## src/rtl/tq_pkg.sv

```systemverilog
// Shared constants and types for the 4x4 forward quantiser.
package tq_pkg;

  localparam int unsigned QBITS_BASE = 15;
  localparam int unsigned MF_W       = 14;

  // Coefficient position class inside a 4x4 block
  typedef enum logic [1:0] {
    ClassA = 2'd0,  // row and column both even
    ClassB = 2'd1,  // row and column both odd
    ClassC = 2'd2   // mixed parity
  } pos_class_e;

  // Multiplication factor indexed by [qp % 6][class]
  localparam logic [MF_W-1:0] MF_TABLE [6][3] = '{
    '{14'd13107, 14'd5243, 14'd8066},
    '{14'd11916, 14'd4660, 14'd7490},
    '{14'd10082, 14'd4194, 14'd6554},
    '{14'd9362,  14'd3647, 14'd5825},
    '{14'd8192,  14'd3355, 14'd5243},
    '{14'd7282,  14'd2893, 14'd4559}
  };

  // Raster position: pos[3:2] is the row, pos[1:0] the column
  function automatic pos_class_e pos_class(input logic [3:0] pos);
    if (!pos[2] && !pos[0]) return ClassA;
    if (pos[2] && pos[0]) return ClassB;
    return ClassC;
  endfunction

endpackage

```

## src/rtl/tq_mf_lut.sv

```systemverilog
// QP split into qp/6 and qp%6, plus the MF lookup for a block position.
module tq_mf_lut
  import tq_pkg::*;
(
  input  logic [5:0]      qp_i,
  input  logic [3:0]      pos_i,
  output logic [MF_W-1:0] mf_o,
  output logic [3:0]      qp_div6_o,
  output logic [2:0]      qp_mod6_o
);

  logic [2:0] mod6;

  // Divide/modulo by a constant and table read
  always_comb begin
    qp_div6_o = 4'(qp_i / 6'd6);
    mod6      = 3'(qp_i % 6'd6);
    qp_mod6_o = mod6;
    mf_o      = MF_TABLE[mod6][pos_class(pos_i)];
  end

endmodule

```

## src/rtl/tq_quant.sv

```systemverilog
// Two-stage forward quantiser for 4x4 blocks of transform coefficients.
module tq_quant
  import tq_pkg::*;
#(
  parameter int unsigned COEF_W = 16,
  parameter int unsigned QP_MAX = 51
) (
  input  logic                     clk_i,
  input  logic                     rst_ni,
  input  logic                     coef_valid_i,
  output logic                     coef_ready_o,
  input  logic signed [COEF_W-1:0] coef_i,
  input  logic [5:0]               qp_i,
  input  logic                     intra_i,
  output logic                     level_valid_o,
  input  logic                     level_ready_i,
  output logic signed [COEF_W-1:0] level_o,
  output logic                     level_last_o
);

  // Wide enough that |W|*MF + f can never overflow
  localparam int unsigned PROD_W = (COEF_W + MF_W + 2 > 32) ? COEF_W + MF_W + 2 : 32;
  localparam logic [PROD_W-1:0] MAG_MAX = {{(PROD_W-COEF_W+1){1'b0}}, {(COEF_W-1){1'b1}}};

  logic              enable, accept, blk_start;
  logic [3:0]        pos_q;
  logic [5:0]        qpc_q, qp_clamped, lut_qp;
  logic [3:0]        qp_div6_q, lut_div6, eff_div6;
  logic [2:0]        qp_mod6_q, lut_mod6;
  logic              intra_q, eff_intra;
  logic [MF_W-1:0]   lut_mf;
  logic [COEF_W-1:0] abs_w;
  logic [4:0]        qbits;
  logic [PROD_W-1:0] pow2, f_val;

  logic              s1_valid_q, s1_neg_q, s1_last_q;
  logic [COEF_W-1:0] s1_abs_q;
  logic [MF_W-1:0]   s1_mf_q;
  logic [4:0]        s1_qbits_q;
  logic [PROD_W-1:0] s1_f_q;

  logic [PROD_W-1:0]        prod, mag;
  logic [COEF_W-1:0]        mag_sat;
  logic signed [COEF_W-1:0] level_d;

  // Whole pipeline advances together unless the output is blocked
  assign enable       = !level_valid_o || level_ready_i;
  assign coef_ready_o = enable;
  assign accept       = coef_valid_i && enable;
  assign blk_start    = (pos_q == 4'd0);

  assign qp_clamped = (32'(qp_i) > QP_MAX) ? 6'(QP_MAX) : qp_i;
  // Mid-block the LUT sees the latched QP so qp_i changes are ignored
  assign lut_qp     = blk_start ? qp_clamped : qpc_q;
  assign eff_div6   = blk_start ? lut_div6 : qp_div6_q;
  assign eff_intra  = blk_start ? intra_i : intra_q;

  tq_mf_lut u_mf_lut (
    .qp_i      (lut_qp),
    .pos_i     (pos_q),
    .mf_o      (lut_mf),
    .qp_div6_o (lut_div6),
    .qp_mod6_o (lut_mod6)
  );

  // Stage-1 operand preparation; -2^(COEF_W-1) negates to its own unsigned magnitude
  always_comb begin
    abs_w = coef_i[COEF_W-1] ? $unsigned(-coef_i) : $unsigned(coef_i);
    qbits = 5'(QBITS_BASE) + 5'(eff_div6);
    pow2  = PROD_W'(1) << qbits;
    f_val = eff_intra ? pow2 / PROD_W'(3) : pow2 / PROD_W'(6);
  end

  // Position counter and block parameters latched on the first coefficient
  always_ff @(posedge clk_i) begin
    if (!rst_ni) begin
      pos_q     <= '0;
      qpc_q     <= '0;
      qp_div6_q <= '0;
      qp_mod6_q <= '0;
      intra_q   <= 1'b0;
    end else if (accept) begin
      pos_q <= pos_q + 4'd1;
      if (blk_start) begin
        qpc_q     <= qp_clamped;
        qp_div6_q <= lut_div6;
        qp_mod6_q <= lut_mod6;
        intra_q   <= intra_i;
      end
    end
  end

  // Latched residue must agree with the one derived from the latched QP
  always_ff @(posedge clk_i) begin
    if (rst_ni && !blk_start) assert (lut_mod6 == qp_mod6_q);
  end

  // Stage 1 register
  always_ff @(posedge clk_i) begin
    if (!rst_ni) begin
      s1_valid_q <= 1'b0;
      s1_neg_q   <= 1'b0;
      s1_last_q  <= 1'b0;
      s1_abs_q   <= '0;
      s1_mf_q    <= '0;
      s1_qbits_q <= '0;
      s1_f_q     <= '0;
    end else if (enable) begin
      s1_valid_q <= coef_valid_i;
      if (coef_valid_i) begin
        s1_neg_q   <= coef_i[COEF_W-1];
        s1_last_q  <= (pos_q == 4'd15);
        s1_abs_q   <= abs_w;
        s1_mf_q    <= lut_mf;
        s1_qbits_q <= qbits;
        s1_f_q     <= f_val;
      end
    end
  end

  // Stage 2 arithmetic: scale, round, shift, saturate, restore sign
  always_comb begin
    prod    = PROD_W'(s1_abs_q) * PROD_W'(s1_mf_q) + s1_f_q;
    mag     = prod >> s1_qbits_q;
    mag_sat = (mag > MAG_MAX) ? MAG_MAX[COEF_W-1:0] : mag[COEF_W-1:0];
    level_d = s1_neg_q ? -$signed(mag_sat) : $signed(mag_sat);
  end

  // Output register, held while downstream stalls
  always_ff @(posedge clk_i) begin
    if (!rst_ni) begin
      level_valid_o <= 1'b0;
      level_o       <= '0;
      level_last_o  <= 1'b0;
    end else if (enable) begin
      level_valid_o <= s1_valid_q;
      if (s1_valid_q) begin
        level_o      <= level_d;
        level_last_o <= s1_last_q;
      end
    end
  end

endmodule

```

## config.mk

```make
export PLATFORM = sky130hd
export DESIGN_NAME = tq_quant
export DESIGN_NICKNAME = d
export VERILOG_FILES = /design/src/rtl/tq_pkg.sv /design/src/rtl/tq_mf_lut.sv /design/src/rtl/tq_quant.sv
export SDC_FILE = /design/constraint.sdc
export NUM_CORES = 1
export LEC_CHECK = 0
export ABC_AREA = 0
export CAP_MARGIN = 30
export CORE_MARGIN = 4
export CORE_UTILIZATION = 35
export DETAILED_ROUTE_END_ITERATION = 8
export DONT_BUFFER_PORTS = 1
export PLACE_DENSITY = 0.48
export SETUP_SLACK_MARGIN = 0.1
export SYNTH_ARGS = -nofsm -noshare
export SYNTH_HDL_FRONTEND = slang
export SYNTH_HIERARCHICAL = 1
export SYNTH_SLANG_ARGS = --single-unit
```

## constraint.sdc

```tcl
create_clock -name clk_i -period 59.8 [get_ports clk_i]
set_input_delay 5.98 -clock clk_i [delete_from_list [all_inputs] [get_ports clk_i]]
set_output_delay 5.98 -clock clk_i [all_outputs]
set_load 0.005 [all_outputs]
```

Word-level counts from Yosys, hierarchy flattened
Memory sizes are Yosys's and may differ from the RTL's.
Index checks and enable logic that the tools add are counted.

cells by class
  bitwise gates (word level) = 2
  muxes and demuxes = 20
  multiply operators = 1
  $add $sub $neg = 5
  equal/unequal tests = 1
  magnitude comparators = 4
  reduce and logical (&&, ||, !) cells = 10
  shifts and indexed selects = 2
  div/mod/pow operators = 4

operators by type and width
  kind                     number
  $mux W42                 2
  $mux W16                 3
  $add A30 B32 Y32         1
  $div A32 B2 Y32 const B  1
  $div A32 B3 Y32 const B  1
  $gt A32 B15 Y1 const B   1
  $mux W32                 1
  $neg A16 Y16             2
  $shl A1 B5 Y32 const A   1
  $shr A32 B5 Y32          1
  $mul A16 B14 Y30         1
  $bmux W14 S2             1
  $mux W14                 2
  $mux W6                  2
  $mux W2                  4
  $div A6 B3 Y6 const B    1
  $gt A6 B6 Y1 const B     1
  $mod A6 B3 Y6 const B    1
  $add A4 B4 Y5 const A    1
  $add A4 B1 Y4 const B    1
  $eq A4 B4 Y1 const B     1
  $ge A4 B4 Y1 const B     1
  $logic_not A4 Y1         1
  $mux W1                  4
  8 further kinds          13

storage, ports and cells
  memories kept = 1
  word-level logic and storage cells = 64
  memory bits (read-only) = 336
  bits in registers = 103
  input port bits = 27

memories
  memory           depth  width  read ports  clocked after Yosys merged registers in  write ports  line             text
  (no name shown)  8      42     1           0                                        0            tq_mf_lut.sv:19  mf_o = MF_TABLE[mod6][pos_class(pos_i)];

Longest topological paths before layout
  depth after elaboration = 11
  gate-level depth with buffers = 153

Cells and area by module
Netlist, hierarchy kept.

by module, submodules not included
  module     area each (µm²)  seq. area each (µm²)  times used  cells an instance
  tq_quant   20148.1          1801.7                1           2592
  tq_mf_lut  882.1            0.0                   1           126

Least setup slack after synthesis
No wires, ideal clock.

  kind = in2reg
  start = input port qp_i[5]
  end = register s1_f_q[14]
  slack = 26092 ps
  setup time = 124 ps
  buffers on the path = 12
  required time = 59676 ps
  stages on the path = 145
  arrival = 33584 ps
  path through = nand2_1 > nand2_1 > clkbuf_1 > inv_1 > maj3_1 > a21oi_1 > nand2_1 > a32o_1 > mux2i_1 > ha_1 > clkbuf_1 > nor2b_1 > a21oi_1 > o22a_2 > nor2_1 > ha_1 > o21ai_0 > and3_1 > (+109 left out) > ha_1 > nor2_1 > a31oi_1 > nor2_1 > and4_1 > clkbuf_1 > buf_2 > nor2_1 > xor2_1 > ha_1 > nand2_1 > o21bai_1 > or3_1 > o31ai_1 > a31oi_1 > or4_1 > a21oi_1 > a31oi_1

on the way
  word-level cells in the longest chain between the ends = 9
  elaborated cells on any way between the ends = 10

ends and longest elaborated chain
  what                                                       line             text
  from (decl)                                                tq_quant.sv:13   input logic [5:0] qp_i,
  $gt A6 B6 Y1                                               tq_quant.sv:52   assign qp_clamped = (32'(qp_i) > QP_MAX) ? 6'(QP_MAX) : qp_i;
  $mux W6 (*)                                                tq_quant.sv:52
  $mux W6 (*)                                                n/a
  named net lut_qp[5]                                        tq_quant.sv:27   logic [5:0] qpc_q, qp_clamped, lut_qp;
  $div A6 B3 Y6 (*)                                          tq_mf_lut.sv:16  qp_div6_o = 4'(qp_i / 6'd6);
  named net lut_div6[0]                                      tq_quant.sv:28   logic [3:0] qp_div6_q, lut_div6, eff_div6;
  $mux W4 (*)                                                n/a
  $add A4 B4 Y5 (*)                                          tq_quant.sv:69   qbits = 5'(QBITS_BASE) + 5'(eff_div6);
  named net qbits[0]                                         tq_quant.sv:33   logic [4:0] qbits;
  $shl A1 B5 Y32 (*)                                         tq_quant.sv:70   pow2 = PROD_W'(1) << qbits;
  $div A32 B3 Y32 / $div A32 B2 Y32 (equally long branches)  tq_quant.sv:71   f_val = eff_intra ? pow2 / PROD_W'(3) : pow2 / PROD_W'(6);
  $mux W32 (*)                                               tq_quant.sv:71
  to (signal assigned)                                       tq_quant.sv:116  s1_f_q <= f_val;
  to (decl)                                                  tq_quant.sv:40   logic [PROD_W-1:0] s1_f_q;

Mark *: on every way through the listed nets, which the timed path passes. The rest lies on a longest branch.
A chain may end at the register's enable or synchronous reset.

Final worst setup path
  start = input port qp_i[5]
  end = register s1_f_q[14]

on the way
  word-level cells in the longest chain between the ends = 9
  elaborated cells on any way between the ends = 10

ends and longest elaborated chain
  what                                                       line
  $gt A6 B6 Y1 (*)                                           tq_quant.sv:52
  $mux W6 (*)                                                tq_quant.sv:52
  $mux W6 (*)                                                n/a
  named net lut_qp[3]                                        tq_quant.sv:27
  $div A6 B3 Y6 (*)                                          tq_mf_lut.sv:16
  named net lut_div6[0]                                      tq_quant.sv:28
  $mux W4 (*)                                                n/a
  $add A4 B4 Y5 (*)                                          tq_quant.sv:69
  named net qbits[0]                                         tq_quant.sv:33
  $shl A1 B5 Y32 (*)                                         tq_quant.sv:70
  $div A32 B3 Y32 / $div A32 B2 Y32 (equally long branches)  tq_quant.sv:71
  $mux W32 (*)                                               tq_quant.sv:71

Marks and branches as above.

==> metrics.md <==
| Metric | Value |
|---|---|
| Yosys warns | `6` |
| Final net count | `2999` |
| Via count of the routed design | `19.1k` |
| Crit path top cell by count | `sky130_fd_sc_hd__ha_1` |
| Critical path depth | `133` |
| Total area of sequential cells | `1800 µm²` |
| Summed negative setup slack over all endpoints | `0 ns` |
| Post-synthesis average cell area | `7.74 µm²` |
| Maximum buffer depth of the clock tree | `2` |
| Largest net degree at the start of global routing | `81` |
| Std-Cell Rows | `89` |
| Setup CP Type | `in -> reg` |
| Die span in x | `253 µm` |
| Minimum hold slack | `0.461 ns` |
| Layout Area Growth over Synthesis | `4.42%` |
| Cell with the largest stage delay on the worst path | `sky130_fd_sc_hd__nor2_1` |
| Clock latency of the later-clocked register in the worst-skew pair | `0.38 ns` |
| Run status | `complete, no violations` |
| All-layer global routing usage | `19.9%` |
| Startpoint of the tightest hold check path | `s1_f_q[13]` |
| Buffers plus inverters on the worst setup path | `10` |
| Max-Cap Viols | `0` |
| Source of the worst register-to-register timing path | `pos_q[0]` |
| Full die area | `64000 µm²` |
| Cell family contributing the most delay on the critical path | `compound AO/OA/AOI/OAI gates` |
| Upper clock frequency limit | `0.0260 GHz` |
| Number of buffers created by CTS | `9` |
| CP Capture Type | `flip-flop` |
| Worst slew slack as a fraction of its limit | `24.5%` |
| Total of cells resized after clock tree synthesis | `0` |
| Capture point of the worst reg-to-reg path | `s1_f_q[14]` |
| End point of the most critical hold path | `s1_f_q[13]` |
| CTS Sinks | `90` |
| Required arrival time at the worst endpoint | `60.05 ns` |
| Cell at the root of the clock tree | `sky130_fd_sc_hd__clkbuf_16` |
| Number of buffers inserted by hold repair at cts | `0` |
| Worst slew pin tran | `1.13 ns` |
| Total congestion overflow after global routing | `0` |
| Number of global-route vias before repair | `19.3k` |
| Final Setup Violations | `0` |
| Core ar. | `59200 µm²` |
| WHS Path Cells | `2` |
| Final clock period utilization by the worst path | `64.4%` |
| Vias per cell | `5.59` |
| Drt first pass iters | `6` |
| Depth of the most critical reg-to-reg path | `136` |
| DRC errors left | `0` |
| Final cell utilization of the core | `37.1%` |
| Count of input and output buffers | `0` |
| Share of post-route cells with drive strength above 1 | `6.11%` |
| Clock slew at the register clock pins of the worst setup and hold paths | `0.08 ns` |
| Count of antenna diodes in the layout | `0` |
| Initial antenna violation count | `0` |
| Crit-path max FO | `16` |
| Starting density of the core | `35.5%` |
| Cell count after placement | `3392` |
| DP Wirelength | `50600 µm` |
| Clock period minus final worst setup slack | `38.48 ns` |
| Starting DRT DRC Count | `1189` |
| Routability congestion estimate | `0.888` |
| Number of setup buffers added after CTS | `0` |
| Height of the die | `253 µm` |
| Startpoint type of the worst setup path | `input pin` |
| Signal arrival time at the worst endpoint | `38.73 ns` |
| Setup repair after global routing missed its margin | `no` |
| Mean routed wirelength per cell | `18.8 µm` |
| Ports placed on the boundary | `46` |
| Maximum level of the CTS H-tree | `3` |
| Fill cell count | `6222` |
| Post-synth net total | `3086` |
| Routed wire length | `63900 µm` |
| Delay of the slowest cell on the worst path | `0.69 ns` |
| Final number of max-transition violations | `0` |
| Fin Clk Skew | `0.0142 ns` |
| First-pass GRT wire length | `105000 µm` |
| Kind of path behind the tightest hold check | `reg -> reg` |
| Cell count after synthesis | `2717` |
| Worst-case register-to-register setup slack | `25.91 ns` |
| Count of non-filler cells in the finished layout | `3408` |
| Footprint of the multi-input gates | `17500 µm²` |
| Final-report hold violation count | `0` |
| Post-synth design cell area | `21000 µm²` |
| Clock tree from TritonCTS | `yes` |
| Antenna Violating Nets Remaining | `0` |
## through the flow
step / area (µm²) / setup WS [ns]
after floorplan: 21000 / 26.09
after global placement: 21700 / 22.62
after detailed placement: 21700 / 21.55
after CTS: 22000 / 21.85
after global routing: 22000 / 18.68
final: 22000 / 21.32
## final cells by class
type	count	area share [%]
flip-flops and latches	90	8.22
inverters	311	5.34
repair buffers	24	0.821
clock buffers	10	1.04
clock inverters	6	0.268
well taps	773	4.41
multi-input cells	2194	79.9
## cell usage in the layout, fill, tap and decap left out, types with 11 or more instances in the layout
| cell | instances |
|---|---|
| sky130_fd_sc_hd__a211o_1 | 15 |
| sky130_fd_sc_hd__a211oi_1 | 60 |
| sky130_fd_sc_hd__a21boi_0 | 15 |
| sky130_fd_sc_hd__a21o_1 | 19 |
| sky130_fd_sc_hd__a21oi_1 | 124 |
| sky130_fd_sc_hd__a31oi_1 | 35 |
| sky130_fd_sc_hd__and2_1 | 216 |
| sky130_fd_sc_hd__and3_1 | 18 |
| sky130_fd_sc_hd__buf_4 | 24 |
| sky130_fd_sc_hd__dfxtp_1 | 88 |
| sky130_fd_sc_hd__fa_1 | 196 |
| sky130_fd_sc_hd__ha_1 | 146 |
| sky130_fd_sc_hd__inv_1 | 305 |
| sky130_fd_sc_hd__mux2_2 | 22 |
| sky130_fd_sc_hd__mux2i_1 | 83 |
| sky130_fd_sc_hd__nand2_1 | 257 |
| sky130_fd_sc_hd__nand2b_1 | 27 |
| sky130_fd_sc_hd__nand3_1 | 46 |
| sky130_fd_sc_hd__nand4_1 | 22 |
| sky130_fd_sc_hd__nor2_1 | 215 |
| sky130_fd_sc_hd__nor2b_1 | 26 |
| sky130_fd_sc_hd__nor3_1 | 48 |
| sky130_fd_sc_hd__nor4_1 | 19 |
| sky130_fd_sc_hd__o211a_1 | 11 |
| sky130_fd_sc_hd__o211ai_1 | 18 |
| sky130_fd_sc_hd__o21a_1 | 17 |
| sky130_fd_sc_hd__o21ai_0 | 115 |
| sky130_fd_sc_hd__o21ai_1 | 15 |
| sky130_fd_sc_hd__o21bai_1 | 12 |
| sky130_fd_sc_hd__o22ai_1 | 18 |
| sky130_fd_sc_hd__o31ai_1 | 17 |
| sky130_fd_sc_hd__or2_2 | 26 |
| sky130_fd_sc_hd__or3_1 | 19 |
| sky130_fd_sc_hd__or4_1 | 13 |
| sky130_fd_sc_hd__xnor2_1 | 51 |
| sky130_fd_sc_hd__xor2_1 | 33 |
## worst max path at each step
stage	start	end	slack [ns]
CTS	qp_i[5]	s1_f_q[14]	21.85
floorplan	qp_i[5]	s1_f_q[14]	26.09
global route	qp_i[5]	s1_f_q[14]	18.68
detailed placement	qp_i[5]	s1_f_q[14]	21.55
finish	qp_i[5]	s1_f_q[14]	21.32
global placement	qp_i[5]	s1_f_q[14]	22.62
## tightest hold or removal path: stages (launching register included)
cell and delay (ns):
sky130_fd_sc_hd__dfxtp_1 0.32, sky130_fd_sc_hd__nand2_1 0.05, sky130_fd_sc_hd__a21oi_1 0.05
## routing by layer
metal	GRT usage, %	share of wire [%]	vias to the layer above
li1	-	-	9261
met1	25.5	45	9323
met2	36.4	50	392
met3	1.42	2.9	86
met4	4.70	2.0	0
met5	0	0	-
## registers in the layout, summed over array words and instances (netlist names), 4 cells and up
register	count
s1_f_q	19
level_o	16
s1_abs_q	16
s1_mf_q	14
qpc_q	6
s1_qbits_q	5
pos_q	4
qp_div6_q	4
Power is not shown: default switching activity piles up to over one toggle a cycle in this logic, so the estimate is an artifact.
